File: config.mk
export PLATFORM = sky130hd
export DESIGN_NAME = qbu_rx_frame_arbiter
export DESIGN_NICKNAME = d
export VERILOG_FILES = /design/src/rtl/qbu_rx_pkg.sv /design/src/rtl/qbu_rx_out_slot.sv /design/src/rtl/qbu_rx_frame_arbiter.sv
export SDC_FILE = /design/constraint.sdc
export NUM_CORES = 1
export LEC_CHECK = 0
export ABC_CLOCK_PERIOD_IN_PS = 3000
export CAP_MARGIN = 0
export CORE_MARGIN = 10
export CORE_UTILIZATION = 35
export DETAILED_ROUTE_END_ITERATION = 7
export GPL_TIMING_DRIVEN = 0
export PLACE_DENSITY = 0.71
export SYNTH_ARGS = -nofsm -noshare
export SYNTH_HDL_FRONTEND = slang
export SYNTH_SLANG_ARGS = --single-unit
export TNS_END_PERCENT = 50
File: constraint.sdc
create_clock -name i_clk -period 3 [get_ports i_clk]
set_input_delay 0.6 -clock i_clk [delete_from_list [all_inputs] [get_ports i_clk]]
set_output_delay 0.6 -clock i_clk [all_outputs]
set_load 0.01 [all_outputs]
File: src/rtl/qbu_rx_pkg.sv
`default_nettype none
// ============================================================================
// Module   : qbu_rx_pkg
// Purpose  : Shared types and constants for the Qbu RX frame arbiter
//            (FSM state encoding, source tags, user source-bit position).
// Revision : 1.0 - initial release
// ============================================================================
package qbu_rx_pkg;

    // Arbiter FSM states: arbitration happens only in ST_IDLE
    typedef enum logic [1:0] {
        ST_IDLE = 2'd0,
        ST_EMAC = 2'd1,
        ST_PMAC = 2'd2
    } state_e;

    // Source tag carried in the merged stream's user sideband
    localparam logic SRC_EMAC     = 1'b0;
    localparam logic SRC_PMAC     = 1'b1;
    localparam int   USER_SRC_BIT = 15;

    // Build the merged user word: source tag on top, source user bits below
    function automatic logic [15:0] tag_user(input logic src, input logic [14:0] user_lo);
        logic [15:0] u;
        u                  = '0;
        u[USER_SRC_BIT]    = src;
        u[USER_SRC_BIT-1:0] = user_lo;
        return u;
    endfunction

endpackage : qbu_rx_pkg
`default_nettype wire

File: src/rtl/qbu_rx_out_slot.sv
`default_nettype none
// ============================================================================
// Module   : qbu_rx_out_slot
// Purpose  : Single-entry registered AXI-Stream output stage. A load always
//            wins over a drain, so a beat accepted downstream can be replaced
//            by a new one in the same cycle without a bubble.
// Revision : 1.0 - initial release
// ============================================================================
module qbu_rx_out_slot #(
    parameter int DWIDTH = 8
) (
    input  logic                  i_clk,
    input  logic                  i_rst_n,
    input  logic                  i_load,
    input  logic [DWIDTH-1:0]     i_data,
    input  logic [15:0]           i_user,
    input  logic [DWIDTH/8-1:0]   i_keep,
    input  logic                  i_last,
    input  logic                  i_ready,
    output logic [DWIDTH-1:0]     o_data,
    output logic [15:0]           o_user,
    output logic [DWIDTH/8-1:0]   o_keep,
    output logic                  o_last,
    output logic                  o_valid
);

    logic [DWIDTH-1:0]   data_q;
    logic [15:0]         user_q;
    logic [DWIDTH/8-1:0] keep_q;
    logic                last_q;
    logic                valid_q;

    // Load a new beat, otherwise hold while stalled or drop valid once drained
    always_ff @(posedge i_clk or negedge i_rst_n) begin
        if (!i_rst_n) begin
            data_q  <= '0;
            user_q  <= '0;
            keep_q  <= '0;
            last_q  <= 1'b0;
            valid_q <= 1'b0;
        end else if (i_load) begin
            data_q  <= i_data;
            user_q  <= i_user;
            keep_q  <= i_keep;
            last_q  <= i_last;
            valid_q <= 1'b1;
        end else if (i_ready) begin
            valid_q <= 1'b0;
        end
    end

    assign o_data  = data_q;
    assign o_user  = user_q;
    assign o_keep  = keep_q;
    assign o_last  = last_q;
    assign o_valid = valid_q;

endmodule : qbu_rx_out_slot
`default_nettype wire

File: src/rtl/qbu_rx_frame_arbiter.sv
`default_nettype none
// ============================================================================
// Module   : qbu_rx_frame_arbiter
// Purpose  : Frame-atomic arbiter merging the eMAC and pMAC receive streams
//            into one Qbu RX stream. Express priority with a pMAC starvation
//            guard, or round-robin. Tags source in user[15], counts frames.
// Revision : 1.0 - initial release
// ============================================================================
module qbu_rx_frame_arbiter
    import qbu_rx_pkg::*;
#(
    parameter int DWIDTH       = 8,
    parameter int STARVE_LIMIT = 4,
    parameter int CNT_W        = 16
) (
    input  logic                  i_clk,
    input  logic                  i_rst_n,
    input  logic                  i_arb_mode,
    input  logic [DWIDTH-1:0]     i_emac_axis_data,
    input  logic [15:0]           i_emac_axis_user,
    input  logic [DWIDTH/8-1:0]   i_emac_axis_keep,
    input  logic                  i_emac_axis_last,
    input  logic                  i_emac_axis_valid,
    output logic                  o_emac_axis_ready,
    input  logic [DWIDTH-1:0]     i_pmac_axis_data,
    input  logic [15:0]           i_pmac_axis_user,
    input  logic [DWIDTH/8-1:0]   i_pmac_axis_keep,
    input  logic                  i_pmac_axis_last,
    input  logic                  i_pmac_axis_valid,
    output logic                  o_pmac_axis_ready,
    output logic [DWIDTH-1:0]     o_qbu_rx_axis_data,
    output logic [15:0]           o_qbu_rx_axis_user,
    output logic [DWIDTH/8-1:0]   o_qbu_rx_axis_keep,
    output logic                  o_qbu_rx_axis_last,
    output logic                  o_qbu_rx_axis_valid,
    input  logic                  i_qbu_rx_axis_ready,
    output logic                  o_grant_emac,
    output logic                  o_grant_pmac,
    output logic [CNT_W-1:0]      o_emac_frame_cnt,
    output logic [CNT_W-1:0]      o_pmac_frame_cnt
);

    // Starvation counter only needs to reach STARVE_LIMIT
    localparam int          SW        = (STARVE_LIMIT < 1) ? 1 : $clog2(STARVE_LIMIT + 1);
    localparam logic [SW-1:0] c_LIMIT = SW'(STARVE_LIMIT);
    localparam bit          c_GUARD_EN = (STARVE_LIMIT != 0);

    state_e             state_q, state_d;
    logic [SW-1:0]      starve_q, starve_d;
    logic               rr_emac_last_q, rr_emac_last_d;
    logic [CNT_W-1:0]   emac_cnt_q, emac_cnt_d;
    logic [CNT_W-1:0]   pmac_cnt_q, pmac_cnt_d;

    logic               w_idle;
    logic               w_pick_pmac;
    logic               w_grant_emac;
    logic               w_grant_pmac;
    logic               w_slot_free;
    logic               w_emac_acc;
    logic               w_pmac_acc;
    logic               w_load;
    logic [DWIDTH-1:0]  w_ld_data;
    logic [15:0]        w_ld_user;
    logic [DWIDTH/8-1:0] w_ld_keep;
    logic               w_ld_last;
    logic               w_out_valid;
    logic               w_unused_user;

    // Incoming user[15] is replaced by the source tag
    assign w_unused_user = i_emac_axis_user[15] ^ i_pmac_axis_user[15];

    // Frame-level arbitration; grants are masked while reset is asserted
    always_comb begin
        w_idle      = (state_q == ST_IDLE) && i_rst_n;
        w_pick_pmac = i_arb_mode ? rr_emac_last_q
                                 : (c_GUARD_EN && (starve_q >= c_LIMIT));
        w_grant_emac = w_idle && i_emac_axis_valid && (!i_pmac_axis_valid || !w_pick_pmac);
        w_grant_pmac = w_idle && i_pmac_axis_valid && (!i_emac_axis_valid || w_pick_pmac);
    end

    assign o_grant_emac = w_grant_emac;
    assign o_grant_pmac = w_grant_pmac;

    // Ready only for the granted source, and only when the slot can take a beat
    assign w_slot_free       = !w_out_valid || i_qbu_rx_axis_ready;
    assign o_emac_axis_ready = (state_q == ST_EMAC) && w_slot_free;
    assign o_pmac_axis_ready = (state_q == ST_PMAC) && w_slot_free;
    assign w_emac_acc        = i_emac_axis_valid && o_emac_axis_ready;
    assign w_pmac_acc        = i_pmac_axis_valid && o_pmac_axis_ready;

    // Select the beat to load into the output slot from the granted source
    always_comb begin
        w_load    = 1'b0;
        w_ld_data = i_emac_axis_data;
        w_ld_keep = i_emac_axis_keep;
        w_ld_last = i_emac_axis_last;
        w_ld_user = tag_user(SRC_EMAC, i_emac_axis_user[14:0]);
        if (w_pmac_acc) begin
            w_load    = 1'b1;
            w_ld_data = i_pmac_axis_data;
            w_ld_keep = i_pmac_axis_keep;
            w_ld_last = i_pmac_axis_last;
            w_ld_user = tag_user(SRC_PMAC, i_pmac_axis_user[14:0]);
        end else if (w_emac_acc) begin
            w_load    = 1'b1;
        end
    end

    // Next state, starvation guard, round-robin pointer and frame counters
    always_comb begin
        state_d        = state_q;
        starve_d       = starve_q;
        rr_emac_last_d = rr_emac_last_q;
        emac_cnt_d     = emac_cnt_q;
        pmac_cnt_d     = pmac_cnt_q;
        case (state_q)
            ST_IDLE: begin
                if (w_grant_emac) begin
                    state_d        = ST_EMAC;
                    rr_emac_last_d = 1'b1;
                    if (i_pmac_axis_valid && (starve_q != c_LIMIT))
                        starve_d = starve_q + 1'b1;
                end else if (w_grant_pmac) begin
                    state_d        = ST_PMAC;
                    rr_emac_last_d = 1'b0;
                    starve_d       = '0;
                end
            end
            ST_EMAC: begin
                if (w_emac_acc && i_emac_axis_last) begin
                    state_d    = ST_IDLE;
                    emac_cnt_d = emac_cnt_q + 1'b1;
                end
            end
            ST_PMAC: begin
                if (w_pmac_acc && i_pmac_axis_last) begin
                    state_d    = ST_IDLE;
                    pmac_cnt_d = pmac_cnt_q + 1'b1;
                end
            end
            default: state_d = ST_IDLE;
        endcase
    end

    // State and bookkeeping registers
    always_ff @(posedge i_clk or negedge i_rst_n) begin
        if (!i_rst_n) begin
            state_q        <= ST_IDLE;
            starve_q       <= '0;
            rr_emac_last_q <= 1'b0;
            emac_cnt_q     <= '0;
            pmac_cnt_q     <= '0;
        end else begin
            state_q        <= state_d;
            starve_q       <= starve_d;
            rr_emac_last_q <= rr_emac_last_d;
            emac_cnt_q     <= emac_cnt_d;
            pmac_cnt_q     <= pmac_cnt_d;
        end
    end

    assign o_emac_frame_cnt = emac_cnt_q;
    assign o_pmac_frame_cnt = pmac_cnt_q;

    qbu_rx_out_slot #(
        .DWIDTH (DWIDTH)
    ) u_out_slot (
        .i_clk   (i_clk),
        .i_rst_n (i_rst_n),
        .i_load  (w_load),
        .i_data  (w_ld_data),
        .i_user  (w_ld_user),
        .i_keep  (w_ld_keep),
        .i_last  (w_ld_last),
        .i_ready (i_qbu_rx_axis_ready),
        .o_data  (o_qbu_rx_axis_data),
        .o_user  (o_qbu_rx_axis_user),
        .o_keep  (o_qbu_rx_axis_keep),
        .o_last  (o_qbu_rx_axis_last),
        .o_valid (w_out_valid)
    );

    assign o_qbu_rx_axis_valid = w_out_valid;

endmodule : qbu_rx_frame_arbiter
`default_nettype wire
==> impl_results.md <==
- Flop pwr share: 37.1%
- Minimum clock period: 2810 ps
- Synth area leader: dfrtp_1
- Final setup TNS: 0 ps
- Largest net degree at the start of global routing: 68
- Most frequent cell after synthesis: dfrtp_1
- CTS Buffer Depth: 2
- Internal Power: 2460 µW
- RSZ-0062 raised after global routing: false
- Top cell type's share of synthesized area: 53.2%
- Reg-to-Reg Start: state_q[0]
- Detail Route Antenna Nets: 0
- Die H: 113 µm
- Maximum VDD drop: 0.376 mV
- Cell mode on critical path: clkdlybuf4s50_1
- Crit Path Max Fanout: 5
- Endpoints failing setup: 0
- Site Rows: 34
- Register-to-Register Path Depth: 4
- Status: finished clean
- Switching share of power: 31.2%
- Slowest cell delay on critical path: 540 ps
- Pwr/cell area: 774 nW/µm²
- CP Capture Type: output pin
- Pleak: 0.00203 µW
- Relative slew margins: 43.5%
- Root Buffer: clkbuf_8
- FF+latch count, synth: 65
- Synth Warn #: 0
- EDFF count, synth: 0
- CP Launch Type: primary input
- Net count after synthesis: 337
- Post-DP HPWL: 6330 µm
- Worst hold path class: in2async
- Max-cap viol count: 0
- Vias in the first global route: 2,731
- Residual DRC count: 0
- Nets: 466
- H-tree Lvls: 3
- Worst Tran Pin Value: 841 ps
- Post-synth ARST share: 100%
- Fmax: 356 MHz
- Placed Cells: 501
- Initial core utilization: 35.6%
- CP max-delay cell: clkdlybuf4s50_1
- Fin. Hold Viols: 0
- Finished Layout Cells: 517
- CTS tree: built
- Terminus of the critical flop-to-flop path: u_out_slot.o_user[13]
- Placer Congestion: 0.760
- Die area: 12,900 µm²
- Critical Path AT: 2210 ps
- Total track usage: 12.8%
- Cell count after synthesis: 275
- Cell area after synthesis: 3060 µm²
- Final WS setup: 188 ps
- Comb pwr share: 37.6%
- Register area share after synthesis: 53.2%
- Synth area leaders: dfrtp_1 (53%), mux2i_1 (8.2%), xnor2_1 (6.0%)
- Die Width: 113 µm
- # IOs: 121
- Remaining global-route overflow: 0
- Antenna violations before repair: 0
- Pins Over Slew Limit: 0
- Layout cell share with drive strength beyond 1: 9.05%
- Worst path bufs/invs: 3
- WP data required: 2400 ps
- Main synth FF type: dfrtp_1
- P_sw: 1120 µW
- Largest delay share family, worst path: buffers and inverters
- Clock Skew: 9.90 ps
- Core footprint: 8590 µm²
- Diodes inserted: 0
- Starting DRT DRC Count: 107
- Area Growth Syn to Fin: 51.1%
- Yosys cell types: 38
- Skew-Pair Late Insertion Delay: 320 ps
- Routed wire length: 8280 µm
- Mean Syn Cell Area: 11.1 µm²
- Vias per cell: 4.84
- Buffers on Ports: 118
- Commonest cells post-synth: dfrtp_1 (65), nand2_1 (41), mux2i_1 (25), o21ai_0 (23), xnor2_1 (21)
- Clock power share: 25.3%
- Via count: 2,503
- R2r setup slk: 1060 ps
- Dpl ws: -82.2 ps
- Hold Buf Count CTS: 0
- Drt pass-1 iters: 4
- Routed wire per std cell: 16.0 µm
- Worst-path cell chain: clkdlybuf4s50_1 > mux2i_1 > o211ai_1 > inv_1 > clkdlybuf4s50_1
- Part of the cycle the worst path needs: 93.7%
- Setup CP Type: in2out
- WHS: 273 ps
- Sink Count: 65
- First-pass GRT wire length: 13,700 µm
- CTS clk-pin slew, worst paths: 70 ps
- CTS Buf Count: 9
-- power by group through the flow --
stage	registers (µW)	clock network [µW]	logic (µW)
final	1330	905	1350
after global routing	1370	964	1480
after CTS	1330	932	1380
after detailed placement	1340	0	1370
after global placement	1330	0	1340
after floorplan	1430	0	515
-- kinds of logic (layout without fill, tap and decap cells) --
family                     count (synthesis)  after routing  share of synthesized area [%]
xor gates and xnor gates                  30             30                           8.59
DFF                                       65             65                           53.2
buffers and inverters                     20            154                           3.35
AOI/OAI and AO/OA                         35             35                           6.54
muxes                                     28             28                           9.28
and+or+nand+nor                           93             93                           17.4
adders and majority gates                  4              4                           1.64
-- how the worst max path moves through the flow --
stage | startpoint | end | slack, ps | cells after the start
floorplan | i_qbu_rx_axis_ready | u_out_slot.o_data[7] | 1200 | 7
global placement | i_rst_n | o_grant_pmac | -2380 | 4
detailed placement | i_rst_n | o_grant_emac | -80 | 5
CTS | i_rst_n | o_grant_emac | 120 | 5
global route | i_rst_n | o_grant_emac | 10 | 5
finish | i_arb_mode | o_grant_emac | 190 | 5
-- layout make-up --
class	count	area, µm²
Clock buffer	11	141
Inverter	9	33.8
Multi-Input combinational cell	190	1330
Tap cell	108	135
Timing Repair Buffer	118	1180
Buffer	11	68.8
Sequential cell	65	1630
Fill cell	780	3970
Clock inverter	5	103
-- cells in the final DEF, fill, tap and decap left out, drive strengths merged --
cell type,count
or4,2
and3,1
dfrtp,65
nand4,5
ha,4
nor4,4
nor2,7
a21o,1
nand3,10
nand4bb,1
clkdlybuf4s50,117
o21ai,24
o211ai,1
o21bai,3
mux2i,25
a21oi,3
xor2,9
inv,9
nand2,41
or3b,2
clkbuf,17
a41o,1
xnor2,21
buf,6
bufinv,3
clkinv,1
or3,1
nor3,10
nor2b,3
clkinvlp,1
a22o,2
and4,2
nor3b,1
nand2b,3
mux2,3
-- state kept, by name, summed over array words and instances (netlist names) --
signal,count
u_out_slot.o_user,16
state_q,2
u_out_slot.o_keep,1
u_out_slot.o_data,8
rr_emac_last_q,1
starve_q,3
u_out_slot.o_valid,1
o_pmac_frame_cnt,16
o_emac_frame_cnt,16
u_out_slot.o_last,1
-- timing repair --
action | in CTS | in global routing
buffers inserted | 0 | 0
resized for setup | 1 | 1
endpoints found under the setup margin | 2 | 1
-- stage by stage --
stage / util (%) / power, µW / instance area, µm²
floorplan: - / 1940 / 3060
global placement: 50.9 / 2670 / 4380
detailed placement: 50.9 / 2710 / 4370
CTS: 53.8 / 3640 / 4620
global route: 53.8 / 3810 / 4620
finish: 53.8 / 3580 / 4620
-- per-layer routing --
layer / vias to the layer above / track usage [%] / wire [µm]
li1: 1202 / - / -
met1: 1220 / 14.5 / 3420
met2: 74 / 21.7 / 4110
met3: 7 / 4.99 / 672
met4: 0 / 3.89 / 83
met5: - / 0 / 0
(Power assumes the default switching activity.)
